===== config.mk =====
export PLATFORM = sky130hd
export DESIGN_NAME = gpc3103_5_reg
export DESIGN_NICKNAME = d
export VERILOG_FILES = /design/src/rtl/gpc_pkg.sv /design/src/rtl/gpc_fa.sv /design/src/rtl/gpc3103_5_reg.sv
export SDC_FILE = /design/constraint.sdc
export NUM_CORES = 1
export LEC_CHECK = 0
export ABC_AREA = 1
export BUFFER_PORTS_ARGS = -buffer_cell sky130_fd_sc_hd__buf_2
export CAP_MARGIN = 20
export CORE_AREA = 2 2 39 41
export DETAILED_ROUTE_END_ITERATION = 6
export DIE_AREA = 0 0 41 43
export PLACE_DENSITY = 0.42
export SETUP_SLACK_MARGIN = 0.4
export SLEW_MARGIN = 10
export SYNTH_ARGS = -nofsm -noshare
export SYNTH_HDL_FRONTEND = slang
export SYNTH_SLANG_ARGS = --single-unit

===== constraint.sdc =====
create_clock -name clk -period 0.8 [get_ports clk]
set_input_delay 0.04 -clock clk [delete_from_list [all_inputs] [get_ports clk]]
set_output_delay 0.04 -clock clk [all_outputs]
set_load 0.005 [all_outputs]

===== src/rtl/gpc_pkg.sv =====
// rtl/gpc_pkg.sv - shared constants for the (3,1,0,3;5) GPC leaf cell; GPC3103_IN_REG_EN selects latency
package gpc_pkg;

    localparam int GPC3103_SRC0_W = 3;
    localparam int GPC3103_SRC2_W = 1;
    localparam int GPC3103_SRC3_W = 3;
    localparam int GPC3103_DST_W  = 5;

    localparam int W0 = 1;
    localparam int W2 = 4;
    localparam int W3 = 8;

`ifdef GPC3103_IN_REG_EN
    localparam int GPC3103_LAT = 2;
`else
    localparam int GPC3103_LAT = 1;
`endif

    typedef struct packed {
        logic [GPC3103_SRC3_W-1:0] src3;
        logic [GPC3103_SRC2_W-1:0] src2;
        logic [GPC3103_SRC0_W-1:0] src0;
    } gpc3103_in_t;

endpackage


===== src/rtl/gpc_fa.sv =====
// rtl/gpc_fa.sv - single-bit full adder used for the weight-1 and weight-8 columns
module gpc_fa (
    input  logic a_i,
    input  logic b_i,
    input  logic c_i,
    output logic s_o,
    output logic co_o
);

    logic ab_x;

    assign ab_x = a_i ^ b_i;
    assign s_o  = ab_x ^ c_i;
    assign co_o = (a_i & b_i) | (c_i & ab_x);

endmodule


===== src/rtl/gpc3103_5_reg.sv =====
// rtl/gpc3103_5_reg.sv - registered (3,1,0,3;5) GPC; GPC3103_IN_REG_EN adds an input register stage
module gpc3103_5_reg
    import gpc_pkg::*;
(
    input  logic                      clk,
    input  logic                      rst,
    input  logic                      vld_i,
    input  logic [GPC3103_SRC0_W-1:0] src0,
    input  logic [GPC3103_SRC2_W-1:0] src2,
    input  logic [GPC3103_SRC3_W-1:0] src3,
    output logic                      vld_o,
    output logic [GPC3103_DST_W-1:0]  dst
);

    gpc3103_in_t                in_w;
    logic                       vld_w;
    logic                       s0_w, c1_w, s3_w, c4_w;
    logic [GPC3103_DST_W-1:0]   dst_d, dst_q;
    logic                       vld_d, vld_q;

`ifdef GPC3103_IN_REG_EN
    gpc3103_in_t in_q;
    logic        in_vld_q;

    always_ff @(posedge clk or posedge rst) begin
        if (rst) begin
            in_q     <= '0;
            in_vld_q <= 1'b0;
        end else begin
            in_q     <= '{src3: src3, src2: src2, src0: src0};
            in_vld_q <= vld_i;
        end
    end

    assign in_w  = in_q;
    assign vld_w = in_vld_q;
`else
    assign in_w  = '{src3: src3, src2: src2, src0: src0};
    assign vld_w = vld_i;
`endif

    gpc_fa u_fa_col0 (
        .a_i  (in_w.src0[0]),
        .b_i  (in_w.src0[1]),
        .c_i  (in_w.src0[2]),
        .s_o  (s0_w),
        .co_o (c1_w)
    );

    gpc_fa u_fa_col3 (
        .a_i  (in_w.src3[0]),
        .b_i  (in_w.src3[1]),
        .c_i  (in_w.src3[2]),
        .s_o  (s3_w),
        .co_o (c4_w)
    );

    // The groups never carry into each other, so the sum is pure wiring.
    assign dst_d = {c4_w, s3_w, in_w.src2[0], c1_w, s0_w};
    assign vld_d = vld_w;

    always_ff @(posedge clk or posedge rst) begin
        if (rst) begin
            dst_q <= '0;
            vld_q <= 1'b0;
        end else begin
            dst_q <= dst_d;
            vld_q <= vld_d;
        end
    end

    assign dst   = dst_q;
    assign vld_o = vld_q;

endmodule


Word-level counts from Yosys, hierarchy flattened
Cells that the tools add are included.
{"block": "totals", "ff_bits": 6, "output_inout_bits": 6}
{"block": "classes", "n_bitwise": 10}
{"op": "$and 1x1->1", "count": 4}
{"op": "$xor 1x1->1", "count": 4}
{"op": "$or 1x1->1", "count": 2}

Depth between registers and ports, before layout
Gate-level depths: netlist (run 1).
{"block": "depth", "depth_word": 3, "ltp_mapped": 1, "ltp_nobuf": 1}

Modules after synthesis
Synthesis (run 1) repeated with hierarchy kept, for this count alone.
{"block": "unflattened", "cells_unflattened": 9, "hier_area_um2": 193.9}
{"mod": "gpc3103_5_reg", "instances": 1, "cells_each": 7, "area_per_inst_um2": 153.9, "seq_area_each_um2": 150.1}
{"mod": "gpc_fa", "instances": 2, "cells_each": 1, "area_per_inst_um2": 20.0, "seq_area_each_um2": 0.0}

Least setup slack after synthesis (run 1)
OpenSTA, ideal clock, no wires.
{"block": "synth_path", "path_kind": "input port to flip-flop", "startpoint": "input port src0[0]", "endpoint": "register dst_q[0], in the netlist dst[0]", "setup_time_ps": 136, "arrival_ps": 485, "required_time_ps": 664, "slack_ps": 179, "path_stages": 1, "path_cell_list": "fa_1"}
{"block": "synth_via", "elab_chain_cells": 2}
{"element": "from (decl)", "line_no": "gpc3103_5_reg.sv:8", "text": "input logic [GPC3103_SRC0_W-1:0] src0,"}
{"element": "$xor 1x1->1", "line_no": "gpc_fa.sv:12", "text": "assign ab_x = a_i ^ b_i;"}
{"element": "$xor 1x1->1", "line_no": "gpc_fa.sv:13", "text": "assign s_o = ab_x ^ c_i;"}
{"element": "to (signal assigned)", "line_no": "gpc3103_5_reg.sv:67", "text": "dst_q <= dst_d;"}
{"element": "to (decl)", "line_no": "gpc3103_5_reg.sv:18", "text": "logic [GPC3103_DST_W-1:0] dst_d, dst_q;"}
Every way passes these cells.

Worst setup path after layout (run 1)
{"block": "layout_path", "startpoint": "register dst_q[3], in the netlist dst[3]", "endpoint": "output port dst[3]"}
{"element": "to (decl)", "line_no": "gpc3103_5_reg.sv:12", "text": "output logic [GPC3103_DST_W-1:0] dst"}
No word-level cell between the ends.

==> flow_summary.ini, run 1 <==
[critical_path]
critical_path_peak_fanout = 1
path_delay_family = flip-flops
startpoint_kind_of_the_worst_setup_timing_path = flip-flop
worstPathCellList = buf_2
cp-end-kind = output port
cp_data_required_time_ns = 0.76
bufs_and_invs_on_worst_path = 1
worst-setup-path-type = reg2out
timing.critical_path.from = dst[3]
worst_path_max_delay_cell = sky130_fd_sc_hd__dfrtp_1
critPathArrivalTime_ns = 0.71
slowest_delay_ns = 0.36

[global_routing]
antenna_found_initial = 0
wire_length_of_the_first_global_routing_pass_um = 634
grt.total_usage_pct = 6.80
grt_pass1_vias = 170
grt_remaining_overflow = 0
grt_start_max_net_pins = 7

[power_and_ir_drop]
vdd.ir_drop.worst_mv = 0.400
cellLeakagePower_nw = 0.167
power.density_cell_area_mw_per_mm2 = 2050
finalPower_mw = 0.688

[detailed_routing]
wl_final_um = 413
routed_wire_length_per_instance_um = 9.60
drtAntennaViolNets = 0
drt_first_pass_iters = 2
vias = 145
drt-vias-per-instance = 3.37
detailedRoute.firstIterationViolations = 2
drc = 0

[status]
run_status = complete, but fails checks
failed_checks = hold timing

[timing]
setup_viol_count_final = 0
final.period_utilization_pct = 94.3
rsz0062_at_grt = yes
max_slew.worst_pin.slew_ns = 0.211
fin_hold_ws_ns = -0.299
hold_viol_final = 8
setup_total_negative_slack_ns = 0
fmax_ghz = 1.33
slew_headroom_pct = 85.9
setup_ws_ns = 0.0454
final_max_slew_viol_count = 0
final.min_clock_period_ns = 0.755

[die]
die_w_um = 41
die_area_mm2 = 0.00176
ioPinCount = 16
chipHeight_um = 43
initial_utilization_pct = 14.0
std_cell_rows = 14
core_mm2 = 0.00138

[cells_and_area]
layout-area-overhead-vs-synth_pct = 72.9
finalInstanceArea_um2 = 335
antenna_cells_inserted = 0
post_route_cells_drive_above_1_share_pct = 74.1
finalCoreUtilization_pct = 24.2
final_net_count = 41

[synth]
syn_avg_cell_area_um2 = 21.5
mappedNetlistArea_um2 = 194
yosysWarningCount = 0
yosysUniqueCellTypes = 3
synthDominantCellAreaShare_pct = 77.4
yosys_top_cell_by_area = sky130_fd_sc_hd__dfrtp_1
area_contributors_post_synth = sky130_fd_sc_hd__dfrtp_1, sky130_fd_sc_hd__fa_1, sky130_fd_sc_hd__inv_1
seq_area_frac_synth_pct = 77.4
syn-instance-count = 9
synth_seq_cells = 6
synth_fp_nets = 21

[place]
placement.io_buffers = 15
preCtsSetupSlack_ns = 0.0395
routability_congestion_estimate = 0.599
post_dp_cell_area_um2 = 289

[cts]
clock_pin_slew_worst_setup_and_hold_paths_ns = 0.04
cts_buffer_depth = 2
cts_root_buf = sky130_fd_sc_hd__clkbuf_4
tritoncts = built
tritoncts.num_buffers = 3
cts.sink_count = 6
ctsHtreeMaxLevel = 1
post_cts_buffers = 0

[run]
drv_cap = 0

[min_path]
min-delay-path-class = in2async
[cells in the final DEF, fill, tap and decap left out, drive strengths merged]
cell and instances:
buf 15, clkbuf 3, dfrtp 6, fa 2, inv 1
[worst paths after layout]
kind | to | cells after the start
worst max-delay path | dst[3] | 1
worst min-delay path | dst[4] | 2
max in group asynchronous | dst[0] | 2
min in group clk | vld_o | 1
[power breakdown]
| group | switching [mW] | internal (mW) | leakage [nW] |
|---|---|---|---|
| Combinational | 0.0360 | 0.0515 | 0.0836 |
| Clock | 0.0929 | 0.169 | 0.0138 |
| Sequential | 0.00676 | 0.333 | 0.0699 |
[per-layer routing]
| layer | vias to the layer above | routed length [µm] | global-route usage [%] |
|---|---|---|---|
| met5 | - | 0 | 0 |
| met4 | 0 | 10 | 10.0 |
| met3 | 2 | 98 | 6.28 |
| met2 | 16 | 155 | 6.56 |
| met1 | 64 | 148 | 6.33 |
| li1 | 63 | - | - |
[cell usage after synthesis (all sizes together)]
| master | n |
|---|---|
| inv | 1 |
| dfrtp | 6 |
| fa | 2 |
[stage by stage]
| step | hold slack (ns) | cells |
|---|---|---|
| after CTS | -0.294 | 43 |
| final | -0.299 | 43 |
| after global placement | -0.0593 | 40 |
| after floorplan | -0.169 | 9 |
| after global routing | -0.293 | 43 |
| after detailed placement | -0.0373 | 40 |
[state kept, by name, summed over array words and instances (netlist names)]
signal / count
vld_o: 1
dst: 5
[cells by family (layout without fill, tap and decap cells)]
group | Yosys count | after routing | synth area share (%)
adders and majority gates | 2 | 2 | 20.6
DFF | 6 | 6 | 77.4
buffers and inverters | 1 | 19 | 1.93
[repair_timing]
item                                    4_1_cts  5_1_grt
gates resized for setup                       4        1
endpoints found under the hold margin         8        8
pin swaps                                     2        1
endpoints found under the setup margin       10        8
[cell type report]
type,instances,area [µm²]
fill,158,1050
sequential,6,150
timing repair buffer,15,93.8
multi-input combinational,2,45.0
clock buffer,3,22.5
tap,16,20.0
inverter,1,3.75
(Power assumes the default switching activity.)
==> inputs of run 2 (changes only) <==
--- a/config.mk
+++ b/config.mk
@@ -11,7 +11,7 @@
 export CORE_AREA = 2 2 39 41
 export DETAILED_ROUTE_END_ITERATION = 6
 export DIE_AREA = 0 0 41 43
-export PLACE_DENSITY = 0.42
+export PLACE_DENSITY = 0.36
 export SETUP_SLACK_MARGIN = 0.4
 export SLEW_MARGIN = 10
 export SYNTH_ARGS = -nofsm -noshare
==> run 2 against run 1 <==
The run still ends with hold timing left. First-iteration DRC count unchanged. Critical endpoint is now dst[0]. Sequential power about the same. Critical path depth unchanged. Final cell count unchanged. Maximum frequency up 0.93%. Combinational power down 1%. Global-route usage down 1.0 points. Routed wire length down 4.8%. Flip-flop and latch count unchanged.
==> flow_summary.ini, run 2 (synthesis gave the netlist of run 1 again) <==
[die]
ioPinCount = 16
core_mm2 = 0.00138
std_cell_rows = 14
die_area_mm2 = 0.00176
chipHeight_um = 43
initial_utilization_pct = 14.0
die_w_um = 41

[timing]
final_max_slew_viol_count = 0
final.min_clock_period_ns = 0.748
setup_viol_count_final = 0
fin_hold_ws_ns = -0.296
final.period_utilization_pct = 93.5
slew_headroom_pct = 85.4
max_slew.worst_pin.slew_ns = 0.219
fmax_ghz = 1.34
rsz0062_at_grt = yes
hold_viol_final = 8
setup_total_negative_slack_ns = 0

[critical_path]
path_delay_family = flip-flops
timing.critical_path.depth = 1
worst-setup-path-type = reg2out
timing.critical_path.from = dst[0]
slowest_delay_ns = 0.35
bufs_and_invs_on_worst_path = 1
critical_path_peak_fanout = 1
worst_path_max_delay_cell = sky130_fd_sc_hd__dfrtp_1
worstPathCellList = buf_2
cp_data_required_time_ns = 0.76
startpoint_kind_of_the_worst_setup_timing_path = flip-flop
timing.critical_path.to = dst[0]
cp-end-kind = output port
critPathArrivalTime_ns = 0.71

[run]
drv_cap = 0

[detailed_routing]
drc = 0
routed_wire_length_per_instance_um = 9.14
vias = 135
detailedRoute.firstIterationViolations = 2
wl_final_um = 393
drt_first_pass_iters = 2
drt-vias-per-instance = 3.14
drtAntennaViolNets = 0

[global_routing]
grt_start_max_net_pins = 7
grt_remaining_overflow = 0
wire_length_of_the_first_global_routing_pass_um = 586
antenna_found_initial = 0
grt_pass1_vias = 163
grt.total_usage_pct = 5.78

[status]
run_status = complete, but fails checks
failed_checks = hold timing

[cells_and_area]
antenna_cells_inserted = 0
mostFrequentLayoutCells = sky130_fd_sc_hd__buf_2, sky130_fd_sc_hd__dfrtp_1, sky130_fd_sc_hd__clkbuf_4, sky130_fd_sc_hd__buf_6, sky130_fd_sc_hd__fa_2
layout-area-overhead-vs-synth_pct = 72.9
post_route_cells_drive_above_1_share_pct = 74.1
largest_register_ff_count = 5
mostFrequentLayoutCell = sky130_fd_sc_hd__buf_2
final_net_count = 41

[cts]
clock_pin_slew_worst_setup_and_hold_paths_ns = 0.04
ctsHtreeMaxLevel = 1
tritoncts = built
cts_buffer_depth = 2
cts.sink_count = 6
cts_root_buf = sky130_fd_sc_hd__clkbuf_4
tritoncts.num_buffers = 3

[place]
dp_hpwl_um = 326
routability_congestion_estimate = 0.547
placement.io_buffers = 15

[power_and_ir_drop]
cellLeakagePower_nw = 0.167
power.density_cell_area_mw_per_mm2 = 2060
vdd.ir_drop.worst_mv = 0.483

[min_path]
min-delay-path-class = in2async
-- run 2: cell counts in the layout (fill, tap and decap cells not counted) --
No cell type changed its count.
-- run 2: power by group --
group	switching, mW	internal (mW)
logic	0.0355	0.0509
registers	0.00558	0.332
clock network	0.0967	0.169
total	0.138	0.552
-- run 2: area by class of cell --
class	count	area, µm²
Fill cell	159	1050
Inverter	1	3.75
Tap cell	16	20.0
Multi-Input combinational cell	2	45.0
Clock buffer	3	22.5
Timing Repair Buffer	15	93.8
Sequential cell	6	150
-- run 2: stage by stage --
step	instances	power, mW	util, %	setup slack [ns]	instance area (µm²)
floorplan	9	0.362	-	0.179	194
global placement	40	0.417	20.9	0.0635	289
detailed placement	40	0.422	20.9	0.0480	289
CTS	43	0.711	23.8	0.0314	329
global route	43	0.734	24.2	0.0163	335
finish	43	0.690	24.2	0.0523	335
-- run 2: layer usage --
metal	part of all wire (%)	vias up	global-route usage (%)
li1	-	63	-
met1	29	61	4.65
met2	54	11	7.81
met3	17	0	1.57
met4	0	0	10.0
met5	0	-	0
-- run 2: worst min path at each step --
stage / from / end / slack (ns) / depth (start not counted)
floorplan: rst / dst[0] / -0.17 / 1
CTS: rst / vld_o / -0.29 / 2
finish: rst / dst[1] / -0.30 / 2
detailed placement: rst / vld_o / -0.03 / 2
global route: rst / vld_o / -0.27 / 2
global placement: rst / vld_o / -0.05 / 2
-- run 2: what timing repair did --
| action | CTS | global route |
|---|---|---|
| setup buffers | 0 | 0 |
| endpoints found under the setup margin | 10 | 8 |
| resized for setup | 4 | 1 |
| endpoints found under the hold margin | 8 | 8 |
| pin swaps | 2 | 1 |
